[src/rtl/cpu_ctrl_pkg.sv]
// Shared encodings for the LEGv8 multi-cycle controller:
// states, instruction classes, opcode patterns, control encodings.
package cpu_ctrl_pkg;

   typedef enum logic [2:0] {
      S_FETCH, S_DECODE, S_EXEC, S_MEM, S_WB, S_HALTED, S_ERROR
   } state_e;

   typedef enum logic [3:0] {
      C_R, C_ADDI, C_LDUR, C_STUR, C_CBZ, C_CBNZ, C_B, C_HALT, C_ILL
   } cls_e;

   localparam logic [10:0] OP_LDUR = 11'b11111000010;
   localparam logic [10:0] OP_STUR = 11'b11111000000;
   localparam logic [10:0] OP_ADD  = 11'b10001011000;
   localparam logic [10:0] OP_SUB  = 11'b11001011000;
   localparam logic [10:0] OP_AND  = 11'b10001010000;
   localparam logic [10:0] OP_ORR  = 11'b10101010000;
   localparam logic [10:0] OP_ADDI = 11'b10010001000;
   localparam logic [10:0] OP_CBZ  = 11'b10110100000;
   localparam logic [10:0] OP_CBNZ = 11'b10110101000;
   localparam logic [10:0] OP_B    = 11'b00010100000;
   localparam logic [10:0] OP_HALT = 11'b11111111111;

   localparam logic [10:0] MSK_FULL = 11'b11111111111;
   localparam logic [10:0] MSK_ADDI = 11'b11111111110;
   localparam logic [10:0] MSK_CB   = 11'b11111111000;
   localparam logic [10:0] MSK_B    = 11'b11111100000;

   localparam logic [1:0] PC_SEQ = 2'b00;
   localparam logic [1:0] PC_BR  = 2'b01;

   localparam logic [1:0] ALUS_REG  = 2'b00;
   localparam logic [1:0] ALUS_DIMM = 2'b01;
   localparam logic [1:0] ALUS_IIMM = 2'b10;

   localparam logic [1:0] ALUOP_ADD = 2'b00;
   localparam logic [1:0] ALUOP_CB  = 2'b01;
   localparam logic [1:0] ALUOP_FN  = 2'b10;

   typedef struct packed {
      logic       reg2loc;
      logic [1:0] alu_src;
      logic [1:0] alu_op;
   } alu_ctl_t;

   function automatic logic op_match(
      logic [10:0] op, logic [10:0] pat, logic [10:0] msk);
      return ((op ^ pat) & msk) == 11'b0;
   endfunction

   function automatic alu_ctl_t alu_ctl(cls_e c);
      alu_ctl_t a;
      a = '0;
      case (c)
         C_R:    a = '{1'b0, ALUS_REG,  ALUOP_FN};
         C_ADDI: a = '{1'b0, ALUS_IIMM, ALUOP_FN};
         C_LDUR: a = '{1'b0, ALUS_DIMM, ALUOP_ADD};
         C_STUR: a = '{1'b1, ALUS_DIMM, ALUOP_ADD};
         C_CBZ,
         C_CBNZ: a = '{1'b1, ALUS_REG,  ALUOP_CB};
         default: a = '0;
      endcase
      return a;
   endfunction

endpackage

[src/rtl/cpu_multicycle_ctrl_if.sv]
// Controller <-> datapath/memory bundle.
// master = sequencer side, slave = datapath side.
interface cpu_multicycle_ctrl_if #(
   parameter int CNT_W = 32
);
   logic [10:0]      inst31_21;
   logic             zero;
   logic             imem_ready;
   logic             dmem_ready;
   logic             imem_req;
   logic             ir_write;
   logic             pc_write;
   logic [1:0]       pc_src;
   logic             reg2loc;
   logic [1:0]       alu_src;
   logic [1:0]       alu_op;
   logic             dmem_read;
   logic             dmem_write;
   logic             mem_to_reg;
   logic             reg_write;
   logic             halted;
   logic             illegal;
   logic [CNT_W-1:0] inst_count;

   modport master (
      input  inst31_21, zero, imem_ready, dmem_ready,
      output imem_req, ir_write, pc_write, pc_src,
      output reg2loc, alu_src, alu_op,
      output dmem_read, dmem_write, mem_to_reg, reg_write,
      output halted, illegal, inst_count
   );

   modport slave (
      output inst31_21, zero, imem_ready, dmem_ready,
      input  imem_req, ir_write, pc_write, pc_src,
      input  reg2loc, alu_src, alu_op,
      input  dmem_read, dmem_write, mem_to_reg, reg_write,
      input  halted, illegal, inst_count
   );
endinterface

[src/rtl/cpu_inst_decode.sv]
// Combinational opcode classifier for inst[31:21].
module cpu_inst_decode
   import cpu_ctrl_pkg::*;
(
   input  logic [10:0] op_i,
   output cls_e        cls_o,
   output logic        ill_o
);

   always_comb begin
      cls_o = C_ILL;
      unique case (1'b1)
         op_match(op_i, OP_LDUR, MSK_FULL): cls_o = C_LDUR;
         op_match(op_i, OP_STUR, MSK_FULL): cls_o = C_STUR;
         op_match(op_i, OP_ADD,  MSK_FULL): cls_o = C_R;
         op_match(op_i, OP_SUB,  MSK_FULL): cls_o = C_R;
         op_match(op_i, OP_AND,  MSK_FULL): cls_o = C_R;
         op_match(op_i, OP_ORR,  MSK_FULL): cls_o = C_R;
         op_match(op_i, OP_ADDI, MSK_ADDI): cls_o = C_ADDI;
         op_match(op_i, OP_CBZ,  MSK_CB):   cls_o = C_CBZ;
         op_match(op_i, OP_CBNZ, MSK_CB):   cls_o = C_CBNZ;
         op_match(op_i, OP_B,    MSK_B):    cls_o = C_B;
         op_match(op_i, OP_HALT, MSK_FULL): cls_o = C_HALT;
         default:                           cls_o = C_ILL;
      endcase
   end

   assign ill_o = (cls_o == C_ILL);

endmodule

[src/rtl/cpu_multicycle_ctrl.sv]
// LEGv8 multi-cycle sequencer: FETCH/DECODE/EXEC/MEM/WB with
// req/ready memory waits, timeout, sticky HALTED/ERROR.
module cpu_multicycle_ctrl
   import cpu_ctrl_pkg::*;
#(
   parameter int CNT_W       = 32,
   parameter int TO_W        = 8,
   parameter int MEM_TIMEOUT = 255
) (
   input logic                  clk,
   input logic                  reset,
   cpu_multicycle_ctrl_if.master bus
);

   state_e           state_q, state_d;
   cls_e             cls_q, cls_d;
   logic [TO_W-1:0]  wait_q, wait_d;
   logic [CNT_W-1:0] cnt_q, cnt_d;
   cls_e             dec_cls;
   logic             dec_ill;
   logic             retire;
   logic             timeout;

   cpu_inst_decode u_dec (
      .op_i  (bus.inst31_21),
      .cls_o (dec_cls),
      .ill_o (dec_ill)
   );

   assign timeout = (wait_q == TO_W'(MEM_TIMEOUT));

   always_comb begin
      state_d         = state_q;
      cls_d           = cls_q;
      wait_d          = wait_q;
      cnt_d           = cnt_q;
      retire          = 1'b0;
      bus.imem_req    = 1'b0;
      bus.ir_write    = 1'b0;
      bus.pc_write    = 1'b0;
      bus.pc_src      = PC_SEQ;
      bus.reg2loc     = 1'b0;
      bus.alu_src     = ALUS_REG;
      bus.alu_op      = ALUOP_ADD;
      bus.dmem_read   = 1'b0;
      bus.dmem_write  = 1'b0;
      bus.mem_to_reg  = 1'b0;
      bus.reg_write   = 1'b0;
      bus.halted      = 1'b0;
      bus.illegal     = 1'b0;
      bus.inst_count  = '0;
      // Reset forces every output low regardless of the held state.
      if (!reset) begin
         bus.inst_count = cnt_q;
         case (state_q)
            S_FETCH: begin
               bus.imem_req = 1'b1;
               if (bus.imem_ready) begin
                  bus.ir_write = 1'b1;
                  bus.pc_write = 1'b1;
                  state_d      = S_DECODE;
               end else if (timeout) begin
                  state_d = S_ERROR;
               end else begin
                  wait_d = wait_q + 1'b1;
               end
            end
            S_DECODE: begin
               cls_d = dec_cls;
               unique case (1'b1)
                  dec_cls == C_HALT: state_d = S_HALTED;
                  dec_ill:           state_d = S_ERROR;
                  dec_cls == C_B: begin
                     bus.pc_write = 1'b1;
                     bus.pc_src   = PC_BR;
                     retire       = 1'b1;
                  end
                  default:           state_d = S_EXEC;
               endcase
            end
            S_EXEC: begin
               {bus.reg2loc, bus.alu_src, bus.alu_op} = alu_ctl(cls_q);
               unique case (1'b1)
                  cls_q == C_CBZ || cls_q == C_CBNZ: begin
                     if (bus.zero == (cls_q == C_CBZ)) begin
                        bus.pc_write = 1'b1;
                        bus.pc_src   = PC_BR;
                     end
                     retire = 1'b1;
                  end
                  cls_q == C_LDUR || cls_q == C_STUR: begin
                     state_d = S_MEM;
                     wait_d  = '0;
                  end
                  default: state_d = S_WB;
               endcase
            end
            S_MEM: begin
               {bus.reg2loc, bus.alu_src, bus.alu_op} = alu_ctl(cls_q);
               bus.dmem_read  = (cls_q == C_LDUR);
               bus.dmem_write = (cls_q == C_STUR);
               if (bus.dmem_ready) begin
                  if (cls_q == C_LDUR) state_d = S_WB;
                  else                 retire  = 1'b1;
               end else if (timeout) begin
                  state_d = S_ERROR;
               end else begin
                  wait_d = wait_q + 1'b1;
               end
            end
            S_WB: begin
               {bus.reg2loc, bus.alu_src, bus.alu_op} = alu_ctl(cls_q);
               bus.reg_write  = 1'b1;
               bus.mem_to_reg = (cls_q == C_LDUR);
               retire         = 1'b1;
            end
            S_HALTED: bus.halted  = 1'b1;
            S_ERROR:  bus.illegal = 1'b1;
            default:  state_d     = S_ERROR;
         endcase
         if (retire) begin
            state_d = S_FETCH;
            wait_d  = '0;
            cnt_d   = cnt_q + 1'b1;
         end
      end
   end

   always_ff @(posedge clk) begin
      if (reset) begin
         state_q <= S_FETCH;
         cls_q   <= C_ILL;
         wait_q  <= '0;
         cnt_q   <= '0;
      end else begin
         state_q <= state_d;
         cls_q   <= cls_d;
         wait_q  <= wait_d;
         cnt_q   <= cnt_d;
      end
   end

endmodule

[src/flat_wrapper.sv]
// flat-port wrapper written by rule: the top's interface ports become plain ports
module cpu_multicycle_ctrl_flat import cpu_ctrl_pkg::*;
#(
   parameter int CNT_W       = 32,
   parameter int TO_W        = 8,
   parameter int MEM_TIMEOUT = 255
)
  (clk, reset, bus_inst31_21, bus_zero, bus_imem_ready, bus_dmem_ready, bus_imem_req, bus_ir_write, bus_pc_write, bus_pc_src, bus_reg2loc, bus_alu_src, bus_alu_op, bus_dmem_read, bus_dmem_write, bus_mem_to_reg, bus_reg_write, bus_halted, bus_illegal, bus_inst_count);
  cpu_multicycle_ctrl_if #(.CNT_W(CNT_W)) bus_i ();
  input logic clk;
  input logic reset;
  input wire logic [$bits(bus_i.inst31_21)-1:0] bus_inst31_21;
  input wire logic [$bits(bus_i.zero)-1:0] bus_zero;
  input wire logic [$bits(bus_i.imem_ready)-1:0] bus_imem_ready;
  input wire logic [$bits(bus_i.dmem_ready)-1:0] bus_dmem_ready;
  output wire logic [$bits(bus_i.imem_req)-1:0] bus_imem_req;
  output wire logic [$bits(bus_i.ir_write)-1:0] bus_ir_write;
  output wire logic [$bits(bus_i.pc_write)-1:0] bus_pc_write;
  output wire logic [$bits(bus_i.pc_src)-1:0] bus_pc_src;
  output wire logic [$bits(bus_i.reg2loc)-1:0] bus_reg2loc;
  output wire logic [$bits(bus_i.alu_src)-1:0] bus_alu_src;
  output wire logic [$bits(bus_i.alu_op)-1:0] bus_alu_op;
  output wire logic [$bits(bus_i.dmem_read)-1:0] bus_dmem_read;
  output wire logic [$bits(bus_i.dmem_write)-1:0] bus_dmem_write;
  output wire logic [$bits(bus_i.mem_to_reg)-1:0] bus_mem_to_reg;
  output wire logic [$bits(bus_i.reg_write)-1:0] bus_reg_write;
  output wire logic [$bits(bus_i.halted)-1:0] bus_halted;
  output wire logic [$bits(bus_i.illegal)-1:0] bus_illegal;
  output wire logic [$bits(bus_i.inst_count)-1:0] bus_inst_count;
  assign bus_i.inst31_21 = bus_inst31_21;
  assign bus_i.zero = bus_zero;
  assign bus_i.imem_ready = bus_imem_ready;
  assign bus_i.dmem_ready = bus_dmem_ready;
  assign bus_imem_req = bus_i.imem_req;
  assign bus_ir_write = bus_i.ir_write;
  assign bus_pc_write = bus_i.pc_write;
  assign bus_pc_src = bus_i.pc_src;
  assign bus_reg2loc = bus_i.reg2loc;
  assign bus_alu_src = bus_i.alu_src;
  assign bus_alu_op = bus_i.alu_op;
  assign bus_dmem_read = bus_i.dmem_read;
  assign bus_dmem_write = bus_i.dmem_write;
  assign bus_mem_to_reg = bus_i.mem_to_reg;
  assign bus_reg_write = bus_i.reg_write;
  assign bus_halted = bus_i.halted;
  assign bus_illegal = bus_i.illegal;
  assign bus_inst_count = bus_i.inst_count;
  cpu_multicycle_ctrl #(.CNT_W(CNT_W), .TO_W(TO_W), .MEM_TIMEOUT(MEM_TIMEOUT)) u_core (.clk(clk), .reset(reset), .bus(bus_i));
endmodule
[config.mk]
export PLATFORM = sky130hd
export DESIGN_NAME = cpu_multicycle_ctrl_flat
export DESIGN_NICKNAME = d
export VERILOG_FILES = /design/src/rtl/cpu_ctrl_pkg.sv /design/src/rtl/cpu_multicycle_ctrl_if.sv /design/src/rtl/cpu_inst_decode.sv /design/src/rtl/cpu_multicycle_ctrl.sv /design/src/flat_wrapper.sv
export SDC_FILE = /design/constraint.sdc
export NUM_CORES = 1
export LEC_CHECK = 0
export BUFFER_PORTS_ARGS = -buffer_cell sky130_fd_sc_hd__buf_2
export CAP_MARGIN = 15
export CORE_MARGIN = 3
export CORE_UTILIZATION = 48
export CTS_CLUSTER_DIAMETER = 80
export DETAILED_ROUTE_END_ITERATION = 16
export PLACE_DENSITY = 0.71
export SLEW_MARGIN = 20
export SYNTH_ARGS = -nofsm -noshare
export SYNTH_HDL_FRONTEND = slang
export SYNTH_HIERARCHICAL = 1
export SYNTH_SLANG_ARGS = --single-unit
[constraint.sdc]
create_clock -name clk -period 3.9 [get_ports clk]
set_input_delay 0.195 -clock clk [delete_from_list [all_inputs] [get_ports clk]]
set_output_delay 0.195 -clock clk [all_outputs]
set_load 0.05 [all_outputs]
==> results of run 1 <==
==> logic make-up (layout without fill, tap and decap cells) <==
kind of cell | after synthesis | count (layout) | synth area share (%)
and+or+nand+nor | 218 | 218 | 38.5
AOI/OAI and AO/OA | 74 | 74 | 17.1
DFF | 47 | 47 | 30.0
buffers and inverters | 33 | 78 | 4.39
xor gates and xnor gates | 21 | 21 | 5.86
muxes | 9 | 9 | 3.27
adders and majority gates | 2 | 2 | 0.797
other | 1 | 1 | 0.120
==> critical path: cells and delay by family <==
kind | cells | cell delay [ns]
AO/OA/AOI/OAI | 3 | 0.88
buffers and inverters | 2 | 0.39
multiplexers | 1 | 0.32
AND/OR/NAND/NOR | 5 | 1.30
==> power groups by stage <==
| stage | registers (µW) | clock network (µW) | logic (µW) |
|---|---|---|---|
| global placement | 599 | 0 | 403 |
| detailed placement | 600 | 0 | 405 |
| global route | 600 | 322 | 448 |
| floorplan | 551 | 0 | 372 |
| CTS | 589 | 306 | 407 |
| finish | 589 | 297 | 407 |
==> worst paths after layout <==
path	from	endpoint	slack, ns
hold / removal	bus_imem_ready	u_core/state_q[1]	0.33
setup / recovery	bus_inst31_21[8]	u_core/cnt_q[24]	1.00
hold reg to reg	u_core/wait_q[1]	u_core/wait_q[1]	0.49
setup reg to reg	u_core/state_q[2]	u_core/cnt_q[24]	1.11
==> through the flow <==
step                std cells  worst slack [ns]  total power [µW]  hold slack, ns
global route              525             0.804              1370           0.382
floorplan                 405             0.814               923           0.444
detailed placement        518             0.685              1010           0.474
CTS                       525              1.01              1300           0.317
finish                    525              1.00              1290           0.330
global placement          518             0.808              1000           0.461
==> layer usage <==
| layer | global-route usage, % | up-vias |
|---|---|---|
| li1 | - | 1552 |
| met1 | 27.1 | 1392 |
| met2 | 30.7 | 79 |
| met3 | 2.93 | 4 |
| met4 | 4.67 | 0 |
| met5 | 0 | - |
==> registers in the layout, indices dropped and copies added, names as in the netlist <==
register        count
u_core/wait_q       8
u_core/state_q      3
u_core/cls_q        4
u_core/cnt_q       32
==> cell type report <==
| cell class | count | area (µm²) |
|---|---|---|
| clock buffers | 6 | 82.6 |
| clock inverters | 1 | 5.00 |
| fillers | 582 | 2590 |
| inverters | 6 | 22.5 |
| multi-input cells | 325 | 2060 |
| flip-flops and latches | 47 | 941 |
| well taps | 75 | 93.8 |
| repair buffers | 65 | 333 |
==> placed cells by master (no fill, tap or decap), types with 7 or more instances in the layout <==
| cell | instances |
|---|---|
| nor4_1 | 7 |
| nand4_1 | 9 |
| o21ai_0 | 16 |
| nor2b_1 | 32 |
| nand3_1 | 21 |
| nor2_1 | 51 |
| buf_2 | 62 |
| nor3_1 | 11 |
| a211oi_1 | 12 |
| nand2_1 | 31 |
| a21oi_1 | 15 |
| dfxtp_1 | 47 |
| or3_1 | 7 |
| xnor2_1 | 19 |
==> impl_metrics.py, run 1 <==
metrics = {
    "outcome": {
        "run_status": "finished clean",
    },
    "yosys": {
        "ys_seq_area_share_pct": 30.0,
        "yosys_warnings": 6,
        "synth_fp_nets": 423,
        "netlist_area_um2": 3140,
        "synth_most_common_cell": "nor2_1",
        "synthTopCellsByArea": "dfxtp_1 (30%), nor2b_1 (6.4%), nor2_1 (6.1%)",
        "yosysTopAreaCell": "dfxtp_1",
        "synth.avg_cell_area_um2": 7.75,
        "synthArstFlopShare_pct": 0,
        "synth_edf_count": 0,
        "yosysUniqueCellTypes": 66,
        "synthTopCellsByCount": "nor2_1 (51), dfxtp_1 (47), nor2b_1 (32)",
        "synthFlopType": "dfxtp_1",
        "syn_inst": 405,
        "synth_top_area_share_pct": 30.0,
        "synth-seq-cells": 47,
    },
    "detailed_routing": {
        "met2WireLength_um": 3370,
        "drc_errors": 0,
        "drtIter0Drc": 262,
        "routed_wirelength_um": 7220,
        "dr_wl_met3_um": 341,
        "highest_layer": "met4",
        "vias_per_cell": 5.77,
        "wl_per_cell_um": 13.7,
        "drt.antenna.violating_nets": 0,
        "vias": 3027,
        "drt_first_pass_iters": 4,
        "met1Wirelength_um": 3460,
    },
    "finish": {
        "fin_nets": 468,
        "final_area_um2": 3540,
        "area_delta_synth_final_pct": 12.7,
        "drive_above_1_share_pct": 20.7,
        "post-route-util_pct": 57.7,
        "num_antenna_cells": 0,
    },
    "clocking": {
        "clk_latency_ns": 0.30,
        "cts_htree_levels": 2,
        "cts_tree": "built",
        "cts_setup_buffers": 0,
        "cts_buffers": 5,
        "ctsResizeCount": 0,
        "holdBufCountCts": 0,
        "cts.clk_slew.worst_paths_ns": 0.08,
        "clock_path_buffers": 2,
        "cts.sinks": 47,
        "cts_root_buffer": "clkbuf_8",
    },
    "min_path": {
        "holdPathStages": 4,
        "min_path_type": "in2reg",
    },
    "placed_design": {
        "place.gp.congestion": 0.862,
        "place_area_um2": 3450,
        "hpwl_um": 5290,
        "io_buffers": 62,
    },
    "power": {
        "swShare_pct": 38.4,
        "p_clk_share_pct": 23.0,
        "cell_internal_pwr_uw": 798,
        "power_density_nw_per_um2": 366,
        "leakage_uw": 0.00134,
        "vdd_drop_max_mv": 0.205,
        "p_sw_uw": 496,
        "power_frac_seq_pct": 45.6,
        "pwr-share-comb_pct": 31.5,
    },
    "sta": {
        "maxSlewViolCount": 0,
        "tightest_slew_ns": 0.782,
        "rsz0062_at_grt": "no",
        "fin_crit_ns": 2.90,
        "setup_viol": 0,
        "relSlewSlack_pct": 47.8,
        "fin_crit_sh_pct": 74.4,
        "finClkSkew_ns": 0.00823,
        "setup-tns-final_ns": 0,
        "hold_viol_final": 0,
        "fmax_ghz": 0.345,
    },
    "setup_path": {
        "critPathKind": "in2reg",
        "end_kind": "flop",
        "slowest_delay_ns": 0.52,
        "worst_setup_path_start_kind": "primary input",
        "slowest_stage": "or4_1",
        "worstPathMaxFanout": 20,
        "path_cells": "buf_2 > nand4_1 > or4_1 > a2111oi_2 > nor4_1 > and3b_1 > a22oi_1 > buf_4 > a2111oi_4 > and3_1 > mux2_1",
        "worst_ep_arrival_time_ns": 3.08,
        "r2r_cells": 5,
        "crit_required_ns": 4.08,
    },
    "grt": {
        "grt_pass1_wl_um": 12100,
        "grt_usage_pct": 19.2,
        "grt_pass1_vias": 2643,
        "grt_max_degree": 41,
        "antenna_found_initial": 0,
        "grt-ovfl-total": 0,
    },
    "floorplan": {
        "die-width_um": 86.9,
        "start_util_pct": 51.2,
        "core_area_um2": 6130,
        "dieHeight_um": 86.9,
        "io_pins": 64,
        "dieArea_um2": 7540,
        "row_count": 28,
    },
    "flow_run": {
        "cap_violations": 0,
    },
}
(Power assumes the default switching activity.)
==> run 2: changes to the inputs <==
--- a/config.mk
+++ b/config.mk
@@ -5,13 +5,14 @@
 export SDC_FILE = /design/constraint.sdc
 export NUM_CORES = 1
 export LEC_CHECK = 0
+export ABC_AREA = 1
 export BUFFER_PORTS_ARGS = -buffer_cell sky130_fd_sc_hd__buf_2
 export CAP_MARGIN = 15
 export CORE_MARGIN = 3
 export CORE_UTILIZATION = 48
 export CTS_CLUSTER_DIAMETER = 80
 export DETAILED_ROUTE_END_ITERATION = 16
-export PLACE_DENSITY = 0.71
+export PLACE_DENSITY = 0.7
 export SLEW_MARGIN = 20
 export SYNTH_ARGS = -nofsm -noshare
 export SYNTH_HDL_FRONTEND = slang
==> constraint.sdc (replaced) <==
create_clock -name clk -period 2.8 [get_ports clk]
set_input_delay 0.14 -clock clk [delete_from_list [all_inputs] [get_ports clk]]
set_output_delay 0.14 -clock clk [all_outputs]
set_load 0.05 [all_outputs]
==> impl_metrics.py, run 2 <==
metrics = {
    "power": {
        "leakage_uw": 0.00177,
        "vdd_drop_max_mv": 0.596,
        "power_density_nw_per_um2": 534,
        "power_uw": 2130,
    },
    "sta": {
        "fmax_ghz": 0.471,
        "fin_crit_ns": 2.12,
        "setup-tns-final_ns": 0,
        "setup_slack_ns": 0.675,
        "finClkSkew_ns": 0.00906,
        "rsz0062_at_grt": "no",
        "fin_crit_sh_pct": 75.9,
        "tightest_slew_ns": 0.708,
        "hold_ws_ns": 0.313,
        "hold_viol_final": 0,
        "relSlewSlack_pct": 52.6,
        "maxSlewViolCount": 0,
        "setup_viol": 0,
    },
    "yosys": {
        "synth-xor-area-share_pct": 3.44,
        "synth_edf_count": 0,
        "synthArstFlopShare_pct": 0,
        "synth-seq-cells": 47,
        "synth_top_family_by_area": "simple AND/OR/NAND/NOR gates",
        "yosysUniqueCellTypes": 28,
        "yosysTopAreaCell": "dfxtp_1",
        "synth_fp_nets": 667,
        "synthTopCellsByCount": "nand2_1 (212), nor2_1 (145), inv_1 (74)",
        "netlist_area_um2": 3560,
        "synthSimpleGateAreaFrac_pct": 49.5,
        "synth.area.mux_share_pct": 0,
        "synthTopCellsByArea": "dfxtp_1 (26%), nand2_1 (22%), nor2_1 (15%)",
        "synth.avg_cell_area_um2": 5.49,
        "yosys_warnings": 6,
        "ys_seq_area_share_pct": 26.4,
        "synth-compound-area-share_pct": 8.43,
        "syn_inst": 649,
        "synth_top_area_share_pct": 26.4,
        "synth_fa_ha_area_share_pct": 0.703,
        "synth_most_common_cell": "nand2_1",
        "synthFlopType": "dfxtp_1",
    },
    "grt": {
        "grt_pass1_vias": 3452,
        "grt_max_degree": 64,
        "antenna_found_initial": 0,
        "grt_usage_pct": 21.2,
        "grt-ovfl-total": 0,
        "grt_pass1_wl_um": 15100,
    },
    "clocking": {
        "cts.clk_slew.worst_paths_ns": 0.09,
        "clock_path_buffers": 2,
        "cts_root_buffer": "clkbuf_8",
        "cts_tree": "built",
        "cts_htree_levels": 2,
        "holdBufCountCts": 0,
        "clk_latency_ns": 0.30,
        "ctsResizeCount": 0,
        "cts.sinks": 47,
        "cts_setup_buffers": 0,
        "cts_buffers": 5,
    },
    "setup_path": {
        "worst_setup_path_start_kind": "flop",
        "slowest_stage": "dfxtp_1",
        "crit_required_ns": 3.04,
        "crit_family": "simple AND/OR/NAND/NOR gates",
        "cp_num_buf_inv": 2,
        "timing.rr.start": "u_core/state_q[2]",
        "r2r_slack_ns": 0.68,
        "crit_path_start": "u_core/state_q[2]",
        "worst_ep_arrival_time_ns": 2.36,
        "critPathKind": "reg2reg",
        "end_kind": "flop",
        "slowest_delay_ns": 0.53,
        "timing.rr.end": "u_core/state_q[0]",
        "worstPathMaxFanout": 38,
        "r2r_cells": 8,
        "path_cells": "inv_2 > nand3_1 > nor2_1 > nor2_1 > nand2_2 > nor2_4 > inv_2 > a21oi_1",
    },
    "detailed_routing": {
        "routed_wirelength_um": 8870,
        "drc_errors": 0,
        "wl_per_cell_um": 11.1,
        "vias_per_cell": 4.87,
        "vias": 3884,
        "drtIter0Drc": 265,
        "drt.antenna.violating_nets": 0,
        "drt_first_pass_iters": 4,
    },
    "finish": {
        "layout_commonest_cell": "nand2_1",
        "multi_input_area_um2": 2220,
        "max_flop_register": "u_core/cnt_q",
        "area_delta_synth_final_pct": 12.2,
        "num_antenna_cells": 0,
        "largest_reg_flops": 32,
        "fin_nets": 719,
        "final_area_um2": 3990,
        "final_cell_mix": "nand2_1 (212), nor2_1 (145), inv_1 (74)",
        "fillers": 756,
        "drive_above_1_share_pct": 13.1,
        "top_regs": "u_core/cnt_q x32, u_core/wait_q x8, u_core/cls_q x4",
        "seqCellArea_um2": 941,
    },
    "flow_run": {
        "cap_violations": 0,
    },
    "floorplan": {
        "die-width_um": 92.1,
        "dieArea_um2": 8490,
        "io_pins": 64,
        "start_util_pct": 51.0,
        "row_count": 30,
        "dieHeight_um": 92.1,
        "core_area_um2": 6980,
    },
    "outcome": {
        "run_status": "finished clean",
    },
    "placed_design": {
        "place_area_um2": 3890,
        "io_buffers": 62,
        "post-place-ws_ns": 0.583,
        "place.gp.congestion": 0.917,
        "hpwl_um": 6730,
    },
    "min_path": {
        "holdPathStages": 6,
        "holdPathEnd": "u_core/state_q[0]",
        "hp-start": "bus_dmem_ready",
        "min_path_type": "in2reg",
    },
}
## run 2: cell types whose count changed after synthesis, sizes merged, moves of 10 or more
cell	before	now
a211oi	13	0
a21oi	15	45
clkbuf	21	6
inv	6	78
nand2	31	217
nand3	21	38
nor2	51	155
nor2b	32	0
xnor2	19	2
xor2	2	12
## run 2: kinds of logic (layout without fill, tap and decap cells)
logic type / after synthesis / after routing
AO/OA/AOI/OAI: 60 / 60
XOR/XNOR: 14 / 14
adder cells (fa/ha/maj): 2 / 2
buffers and inverters: 96 / 148
flip-flops: 47 / 47
other: 1 / 1
AND/OR/NAND/NOR: 429 / 429
## run 2: cell type report
class	instances	share of cell area, %
inverters	78	7.33
clock inverters	2	0.940
flip-flops and latches	47	23.6
well taps	96	3.01
multi-input cells	506	55.5
clock buffers	5	1.72
repair buffers	63	7.96
## run 2: tightest hold or removal path, stage by stage
cell,delay [ns]
buf_2,0.10
nor2_1,0.06
nand2_1,0.05
nand2_1,0.04
nor2_1,0.11
a21oi_1,0.07
## run 2: worst max path at each step
stage                              to  slack (ns)  depth (start not counted)
floorplan              bus_alu_src[1]        0.29                          5
global placement     u_core/cnt_q[18]        0.65                         15
detailed placement    u_core/cnt_q[5]        0.58                         14
CTS                  u_core/wait_q[2]        0.67                          8
global route          u_core/cnt_q[5]        0.47                         14
finish              u_core/state_q[0]        0.68                          8
## run 2: power by group
part	internal [µW]	total [µW]	leakage, µW	switching, µW
Sequential	734	815	0.000380	81.0
Combinational	209	824	0.00134	616
Clock	261	493	0.0000502	232
Total	1200	2130	0.00177	928
## run 2: through the flow
stage	std cells	util [%]
final	797	57.2
after floorplan	649	-
after detailed placement	790	55.7
after CTS	797	57.2
after global placement	790	55.7
after global routing	797	57.2
## run 2: layer usage
metal	track usage (%)	wire length, µm
met5	0	0
met4	7.92	197
met3	2.95	383
met2	36.7	4220
met1	26.5	4070
==> run 3: changes to the inputs <==
--- a/config.mk
+++ b/config.mk
@@ -12,7 +12,7 @@
 export CORE_UTILIZATION = 48
 export CTS_CLUSTER_DIAMETER = 80
 export DETAILED_ROUTE_END_ITERATION = 16
-export PLACE_DENSITY = 0.7
+export PLACE_DENSITY = 0.73
 export SLEW_MARGIN = 20
 export SYNTH_ARGS = -nofsm -noshare
 export SYNTH_HDL_FRONTEND = slang
==> constraint.sdc (replaced) <==
create_clock -name clk -period 1.7 [get_ports clk]
set_input_delay 0.085 -clock clk [delete_from_list [all_inputs] [get_ports clk]]
set_output_delay 0.085 -clock clk [all_outputs]
set_load 0.05 [all_outputs]
==> impl_metrics.py, run 3 (synthesis gave the netlist of run 2 again) <==
metrics = {
    "power": {
        "power_uw": 4000,
        "power_density_nw_per_um2": 908,
        "pwr-share-comb_pct": 45.4,
        "p_clk_share_pct": 20.4,
        "cell_internal_pwr_uw": 2290,
        "power_frac_seq_pct": 34.3,
        "vdd_drop_max_mv": 0.903,
        "leakage_uw": 0.00195,
        "p_sw_uw": 1710,
        "swShare_pct": 42.9,
    },
    "floorplan": {
        "row_count": 30,
        "io_pins": 64,
        "core_area_um2": 6980,
        "start_util_pct": 51.0,
        "dieHeight_um": 92.1,
        "dieArea_um2": 8490,
        "die-width_um": 92.1,
    },
    "setup_path": {
        "path_cells": "nor2_4 > inv_2 > nor2_4 > o21ai_2 > nor4_2 > buf_4",
        "crit_required_ns": 1.62,
        "critPathKind": "reg2out",
        "worst_ep_arrival_time_ns": 1.60,
        "end_kind": "output port",
        "worstPathMaxFanout": 5,
        "slowest_stage": "dfxtp_4",
        "slowest_delay_ns": 0.38,
        "crit_path_frequent_cell": "nor2_4",
        "worst_setup_path_start_kind": "flop",
    },
    "detailed_routing": {
        "routed_wirelength_um": 9750,
        "drtIter0Drc": 212,
        "drt.antenna.violating_nets": 0,
        "vias_per_cell": 5.00,
        "drc_errors": 0,
        "drt_first_pass_iters": 5,
        "vias": 4136,
        "wl_per_cell_um": 11.8,
    },
    "clocking": {
        "cts_tree": "built",
        "cts.sinks": 47,
        "cts_htree_levels": 2,
        "cts_buffers": 5,
        "cts_root_buffer": "clkbuf_8",
        "clock_path_buffers": 2,
        "cts.clk_slew.worst_paths_ns": 0.09,
        "clk_latency_ns": 0.30,
    },
    "placed_design": {
        "post-place-ws_ns": -0.187,
        "io_buffers": 62,
        "hpwl_um": 7250,
        "place.gp.congestion": 0.928,
        "place_area_um2": 4120,
    },
    "sta": {
        "fin_crit_ns": 1.69,
        "rsz0062_at_grt": "yes",
        "setup_viol": 0,
        "maxSlewViolCount": 0,
        "setup_slack_ns": 0.0124,
        "hold_viol_final": 0,
        "finClkSkew_ns": 0.00792,
        "fin_crit_sh_pct": 99.3,
        "fmax_ghz": 0.593,
    },
    "finish": {
        "post-route-util_pct": 63.1,
        "area_delta_synth_final_pct": 23.8,
        "largest_reg_flops": 32,
        "fillers": 681,
        "drive_above_1_share_pct": 22.0,
        "final_cell_mix": "nand2_1 (210), nor2_1 (131), inv_1 (70)",
        "final_area_um2": 4410,
        "top_regs": "u_core/cnt_q x32, u_core/wait_q x8, u_core/cls_q x4",
        "max_flop_register": "u_core/cnt_q",
        "num_antenna_cells": 0,
        "fin_nets": 750,
        "layout_commonest_cell": "nand2_1",
    },
    "grt": {
        "grt-ovfl-total": 0,
        "grt_usage_pct": 22.3,
        "grt_pass1_vias": 3780,
        "grt_max_degree": 44,
        "grt_pass1_wl_um": 16000,
        "antenna_found_initial": 0,
    },
    "flow_run": {
        "cap_violations": 0,
    },
    "min_path": {
        "min_path_type": "in2reg",
    },
    "outcome": {
        "run_status": "finished clean",
    },
}
-- run 3: routing by layer --
metal  up-vias  GRT usage, %  routed length [µm]
li1       2159             -                   -
met1      1851          27.5                4250
met2       114          40.1                4860
met3        12          3.12                 474
met4         0          6.56                 156
met5         -             0                   0
-- run 3: area by class of cell --
| type | instances | area [µm²] | share of cell area, % |
|---|---|---|---|
| clock inverter | 1 | 30.0 | 0.681 |
| clock buffer | 6 | 72.6 | 1.65 |
| sequential | 47 | 960 | 21.8 |
| timing repair buffer | 93 | 589 | 13.4 |
| multi-input combinational | 507 | 2340 | 53.1 |
| tap | 96 | 120 | 2.73 |
| inverter | 78 | 295 | 6.70 |
-- run 3: what timing repair did --
action                                  in CTS  in global routing
pin swaps                                    1                 10
buffers inserted                             0                  4
hold buffers                                 0                  0
gates resized for setup                     14                 40
endpoints found under the setup margin      33                 45
cloned                                       0                  1
-- run 3: critical path, delay by kind of cell, from the launching register on --
kind | cells | cell delay [ns]
buffers and inverters | 2 | 0.31
flip-flops | 1 | 0.38
AND/OR/NAND/NOR | 3 | 0.52
AO/OA/AOI/OAI | 1 | 0.10
-- run 3: path summary, 6_finish.rpt --
path | from | end | slack, ns | cells after the start
max | u_core/state_q[1] | bus_alu_src[1] | 0.01 | 6
min | bus_dmem_ready | u_core/state_q[0] | 0.25 | 6
max reg2reg | u_core/state_q[1] | u_core/cnt_q[2] | 0.11 | 10
min reg2reg | u_core/cnt_q[1] | u_core/cnt_q[1] | 0.50 | 2
-- run 3: metrics by stage --
| stage | instances | TNS (ns) | hold WS, ns |
|---|---|---|---|
| after CTS | 823 | 0 | 0.230 |
| after detailed placement | 816 | -4.69 | 0.486 |
| after floorplan | 649 | -0.432 | 0.397 |
| after global routing | 828 | -0.213 | 0.292 |
| final | 828 | 0 | 0.251 |
| after global placement | 816 | -1.78 | 0.473 |
-- run 3: power groups by stage --
stage               sequential, µW  clock [µW]  combinational [µW]
detailed placement            1340           0                1580
global placement              1340           0                1560
floorplan                     1310           0                1210
CTS                           1330         829                1620
global route                  1390         869                1980
finish                        1370         814                1820
